$ cat src/rtl/lbdr_input_fifo.sv
// Per-port FWFT flit buffer feeding LBDR routing; returns one credit per popped flit.
// Optional `FIFO_PROTO_CHECK_EN adds a sticky proto_err framing-violation flag.

`ifndef HEADER
`define HEADER 3'b001
`endif
`ifndef PAYLOAD
`define PAYLOAD 3'b010
`endif
`ifndef TAIL
`define TAIL 3'b100
`endif

module lbdr_input_fifo #(
    parameter int unsigned DATA_WIDTH  = 32,
    parameter int unsigned DEPTH       = 4,
    parameter int unsigned CREDIT_INIT = DEPTH
) (
    input  logic                  clk,
    input  logic                  rst,
    input  logic                  valid_in,
    input  logic [DATA_WIDTH-1:0] flit_in,
    output logic                  credit_out,
    input  logic                  rd_en,
    output logic [DATA_WIDTH-1:0] flit_out,
    output logic [2:0]            flit_id,
    output logic [3:0]            dst_addr,
    output logic                  empty,
    output logic                  full,
    output logic                  in_packet,
    output logic                  ovf_err
`ifdef FIFO_PROTO_CHECK_EN
    ,
    output logic                  proto_err
`endif
);

    localparam int unsigned AW = $clog2(DEPTH);
    localparam logic [AW:0] PTR_ONE = {{AW{1'b0}}, 1'b1};

    if (DEPTH < 2 || (DEPTH & (DEPTH - 1)) != 0) begin : g_bad_depth
        $error("lbdr_input_fifo: DEPTH must be a power of two >= 2");
    end
    if (CREDIT_INIT != DEPTH) begin : g_bad_credit
        $error("lbdr_input_fifo: CREDIT_INIT must equal DEPTH");
    end
    if (DATA_WIDTH < 32) begin : g_bad_width
        $error("lbdr_input_fifo: DATA_WIDTH must be at least 32");
    end

    typedef enum logic {StIdle, StPkt} pkt_state_e;

    logic [DATA_WIDTH-1:0] mem [DEPTH];
    logic [AW:0]           wr_ptr;
    logic [AW:0]           rd_ptr;
    logic                  wr_fire;
    logic                  rd_fire;
    logic [2:0]            in_id;
    pkt_state_e            state;

    assign empty   = (wr_ptr == rd_ptr);
    assign full    = (wr_ptr[AW-1:0] == rd_ptr[AW-1:0]) && (wr_ptr[AW] != rd_ptr[AW]);
    // Full is judged on the pre-read state, so a read never makes room for a same-cycle write.
    assign wr_fire = valid_in && !full;
    assign rd_fire = rd_en && !empty;
    assign in_id   = flit_in[31:29];

    assign flit_out = mem[rd_ptr[AW-1:0]];
    assign flit_id  = flit_out[31:29];
    assign dst_addr = flit_out[3:0];

    always_ff @(posedge clk) begin
        if (wr_fire) begin
            mem[wr_ptr[AW-1:0]] <= flit_in;
        end
    end

    always_ff @(posedge clk) begin
        if (rst) begin
            wr_ptr     <= '0;
            rd_ptr     <= '0;
            credit_out <= 1'b0;
            ovf_err    <= 1'b0;
        end else begin
            if (wr_fire) begin
                wr_ptr <= wr_ptr + PTR_ONE;
            end
            if (rd_fire) begin
                rd_ptr <= rd_ptr + PTR_ONE;
            end
            credit_out <= rd_fire;
            if (valid_in && full) begin
                ovf_err <= 1'b1;
            end
        end
    end

    always_ff @(posedge clk) begin
        if (rst) begin
            state     <= StIdle;
            in_packet <= 1'b0;
        end else if (wr_fire) begin
            unique case (state)
                StIdle: begin
                    if (in_id == `HEADER) begin
                        state     <= StPkt;
                        in_packet <= 1'b1;
                    end
                end
                StPkt: begin
                    if (in_id == `TAIL) begin
                        state     <= StIdle;
                        in_packet <= 1'b0;
                    end
                end
                default: begin
                    state     <= StIdle;
                    in_packet <= 1'b0;
                end
            endcase
        end
    end

`ifdef FIFO_PROTO_CHECK_EN
    always_ff @(posedge clk) begin
        if (rst) begin
            proto_err <= 1'b0;
        end else if (wr_fire) begin
            if ((state == StIdle && (in_id == `PAYLOAD || in_id == `TAIL)) ||
                (state == StPkt && in_id == `HEADER)) begin
                proto_err <= 1'b1;
            end
        end
    end
`endif

endmodule

$ cat config.mk
export PLATFORM = sky130hd
export DESIGN_NAME = lbdr_input_fifo
export DESIGN_NICKNAME = d
export VERILOG_FILES = /design/src/rtl/lbdr_input_fifo.sv
export SDC_FILE = /design/constraint.sdc
export NUM_CORES = 1
export LEC_CHECK = 0
export ABC_AREA = 1
export BUFFER_PORTS_ARGS = -buffer_cell sky130_fd_sc_hd__clkbuf_2
export CORE_MARGIN = 2
export CORE_UTILIZATION = 54
export DETAILED_ROUTE_END_ITERATION = 6
export GPL_TIMING_DRIVEN = 0
export PLACE_DENSITY = 0.76
export SKIP_CTS_REPAIR_TIMING = 1
export SYNTH_ARGS = -nofsm -noshare
export SYNTH_HDL_FRONTEND = slang
export SYNTH_SLANG_ARGS = --single-unit
$ cat constraint.sdc
create_clock -name clk -period 6 [get_ports clk]
set_input_delay 1.8 -clock clk [delete_from_list [all_inputs] [get_ports clk]]
set_output_delay 1.8 -clock clk [all_outputs]
set_load 0.03 [all_outputs]
# Word level (Yosys, flattened, before mapping)
# Memory sizes are Yosys's and may differ from the RTL's. A register that Yosys moved wholly into a read port is not among the register bits.
# Cells that the tools add are included.
word_totals:
  ff_bits: 10
  mem_bits_rw: 128
  in_bits: 36
  wordCells: 34
  mem_count: 1
memory_table:
  columns: ["name", "depth", "width", "read_ports", "rd_ports_with_merged_regs", "wr", "line_no", "text"]
  rows:
  - ["mem", 4, 32, 1, 1, 1, "53", "logic [DATA_WIDTH-1:0] mem [DEPTH];"]
op_classes:
  add_sub_neg: 2
  eq_ne: 7
  n_mux: 10
  bitwise_logic: 1
  reduce_logical: 7
op_table:
  columns: ["cell", "count"]
  rows:
  - ["adder 3 x 1 -> 3 bit, second input constant", 2]
  - ["2-to-1 mux 1 bit", 6]
  - ["logical AND 1 bit", 4]
  - ["2-to-1 mux 2 bit", 2]
  - ["one-hot mux 1 bit (2 select lines)", 2]
  - ["== test 3 x 1 -> 1 bit, second input constant", 1]
  - ["== test 3 bit", 1]
  - ["== test 3 bit, second input constant", 1]
  - ["AND reduction 3 bit", 1]
  - ["== test 2 bit", 1]
  - ["logical NOT 1 bit", 2]
  - ["inequality test 2 x 1 -> 1 bit, second input constant", 1]
  - ["inequality test 2 bit, second input constant", 1]
  - ["inequality test 1 bit", 1]
  - ["inverter 1 bit", 1]

# Longest topological paths before layout
depth:
  depth_word: 6
  ltp_mapped: 8

# Worst setup path after synthesis
# OpenSTA, ideal clock, no wires.
synth_path:
  path_kind: "input to register"
  startpoint: "in valid_in"
  endpoint: "mem mem[3][0] (enable)"
  setup_ps: 421
  arrival_ps: 3238
  required_time_ps: 5579
  path_slack_ps: 2341
  cell_stages: 2
  n_path_buf: 0
  path_cell_list: "nand2_4 -> nor2_1"
synth_via:
  elab_chain_len: 3
synth_rtl:
  columns: ["element", "line_no", "text"]
  rows:
  - ["from (decl)", "21", "input logic valid_in,"]
  - ["logical AND 1 bit", "64", "assign wr_fire = valid_in && !full;"]
  - ["2-to-1 mux 1 bit", "73", "if (wr_fire) begin"]
  - ["2-to-1 mux 1 bit (implied by the code)", "74", "mem[wr_ptr[AW-1:0]] <= flit_in;"]
  - ["to (decl)", "53", null]
# Every way passes these cells.

==> run metrics <==
Avg Inst Size Synth=13.2 um^2; Final Hold Viols=0; slowest cell delay on critical path=0.38 ns; number of global-route vias before repair=3772; CP cell instances=buf_4 -> clkbuf_1 -> o21ai_0 -> o22ai_1 -> buf_4 -> clkbuf_2; row cnt=36; Distinct cells, synth=21; die width=104 um; Seq/Total Area, Yosys=75.8%; DR vias=3625; placed cells=625; Critical Path Sink=flit_out[0]; Critical Path Source Type=flip-flop; vias per inst=5.52; RePlAce Congestion=0.775; worst r2r path cells=7; DR pass1 iterations=5; # diodes=0; crit-path most repeated cell=buf_4; critical path's slowest cell=clkbuf_1; clk_lat worst skew=0.51 ns; Root Buffer Master=clkbuf_8; Synth area leader=edfxtp_1; mapped cell area=5390 um^2; critical path capture point type=output pin; RR Startpoint=wr_ptr[1]; die height=104 um; final setup margin=1.99 ns; Pwr per Cell Area=403 nW/um^2; Mapped Nets=450; Gate Count Post-Synth=409; GRT Residual Overflow=0; Post-route DRC=0; slew margin rel.=58.0%; layout cell share with drive strength beyond 1=26.5%; setup TNS=0 ns; port buffer count=79; share of the synthesized area in the top cell type=71.3%; io pins=80; RSZ-0062 raised after global routing=no; Clk pin slew, worst setup/hold paths=0.06 ns; Hold Startpoint=in_packet; Clock Tree Buf Depth=2; required time worst endpoint=4.20 ns; leakage power=2.51 nW; run status=complete, no violations; Max Cap Viol=0; first-pass GRT wire length=18500 um; ranking of synthesized cells by area=edfxtp_1 71%, o21ai_0 5.9%, nor2_1 5.8%; kind of critical path=reg -> out; core region area=9730 um^2; Slew Viols, Final=0; actual slew at the worst max-slew pin=0.629 ns; crit path max fanout=10; dpl ws=2.55 ns; post-route design area=6710 um^2; worst vdd ir=0.254 mV; Global Route Usage Sum=22.6%; WP data arrival=2.21 ns; Initial Util=55.4%; HP Class=reg -> reg; largest net degree at the start of global routing=19; yosys warns=0; WHS=0.461 ns; Worst R2R Setup Slack=3.93 ns; remaining antenna violation count after routing=0; final cell count without fillers=657; Final setup violation count=0; DR WL/cell=17.9 um; Placement Cell Area=6090 um^2; Critical R2R Capture=mem[2][3]; Final min period=4.01 ns; Total Die Area=10800 um^2; highest clock rate=250 MHz; Final Routed Wirelength=11800 um; #FFs+latches synth=140; Area Growth Syn to Fin=24.4%; H-tree Lvls=4; Tcrit/Tclk final=66.8%; Sink Count=140; fin nets=552; final clock skew=0.00848 ns; CTS tree=built; antenna violations before repair=0; 1st-iter DRT viols=266; DP HPWL=7070 um; clock buffer count from CTS=17
## metrics by stage
step / util (%) / total power [W]
CTS: 68.9 / 0.00271
finish: 68.9 / 0.00270
detailed placement: 62.6 / 0.00165
floorplan: - / 0.00148
global placement: 61.2 / 0.00162
global route: 68.9 / 0.00280
## synthesized netlist by cell type (all sizes together)
master and n:
a21oi 4, buf 15, dfxtp 12, o22ai 32, nand4 1, edfxtp 128
nand2 23, xor2 2, nor3b 1, nand3 5, o21ai 68, ha 5
inv 19, clkbuf 11, nor2 83
## routing by layer
metal,vias to the layer above,global-route usage [%],wire (um)
met5,-,0,0
met4,0,8.11,104
met3,11,5.26,762
met2,170,40.1,6160
met1,1761,27.1,4740
li1,1683,-,-
## sequential cells by signal (all words and copies together) (netlist names), named ones only
| signal | flops |
|---|---|
| credit_out | 1 |
| in_packet | 1 |
| rd_ptr | 3 |
| wr_ptr | 3 |
| ovf_err | 1 |
| mem | 128 |
| state | 1 |
## kinds of logic (layout without fill, tap and decap cells)
group	Yosys count	count (layout)	share of synthesized area, %
flip-flops	140	140	75.8
AO/OA/AOI/OAI	104	104	10.4
AND/OR/NAND/NOR	113	113	8.47
adder cells (fa/ha/maj)	5	5	1.16
XOR/XNOR	2	2	0.325
buffers and inverters	45	160	3.85
## critical path: cells and delay by family, from the launching register on
kind            cells  cell delay [ns]
compound gates      2             0.46
buf+inv             4             0.90
flops               1             0.33
## where the power goes
group,total [W],switching (W),internal (W)
logic,0.000500,0.000359,0.000141
registers,0.00113,0.0000164,0.00112
clock network,0.00107,0.000390,0.000678
## how the worst min path moves through the flow
stage | end | slack [ns] | cells past startpoint
after floorplan | rd_ptr[2] | 0.48 | 2
after global placement | in_packet | 0.44 | 2
after detailed placement | in_packet | 0.46 | 2
after CTS | in_packet | 0.46 | 2
after global routing | in_packet | 0.48 | 2
final | in_packet | 0.46 | 2
## cell type report
cell class	count	area, um^2
flip-flops and latches	140	4080
fillers	671	3020
multi-input cells	224	1130
repair buffers	83	505
clock buffers	19	422
clock inverters	13	193
well taps	133	166
plain buffers	26	136
inverters	19	71.3
## placed cells by master, fill, tap and decap left out, drive strengths merged
cell type and count:
a21oi 4, buf 19, bufinv 4, clkbuf 109, clkinv 6, clkinvlp 2, dfxtp 12, edfxtp 128
ha 5, inv 20, nand2 23, nand3 5, nand4 1, nor2 83, nor3b 1, o21ai 68
o22ai 32, xor2 2
No activity file was read; power rests on OpenSTA's default activity.
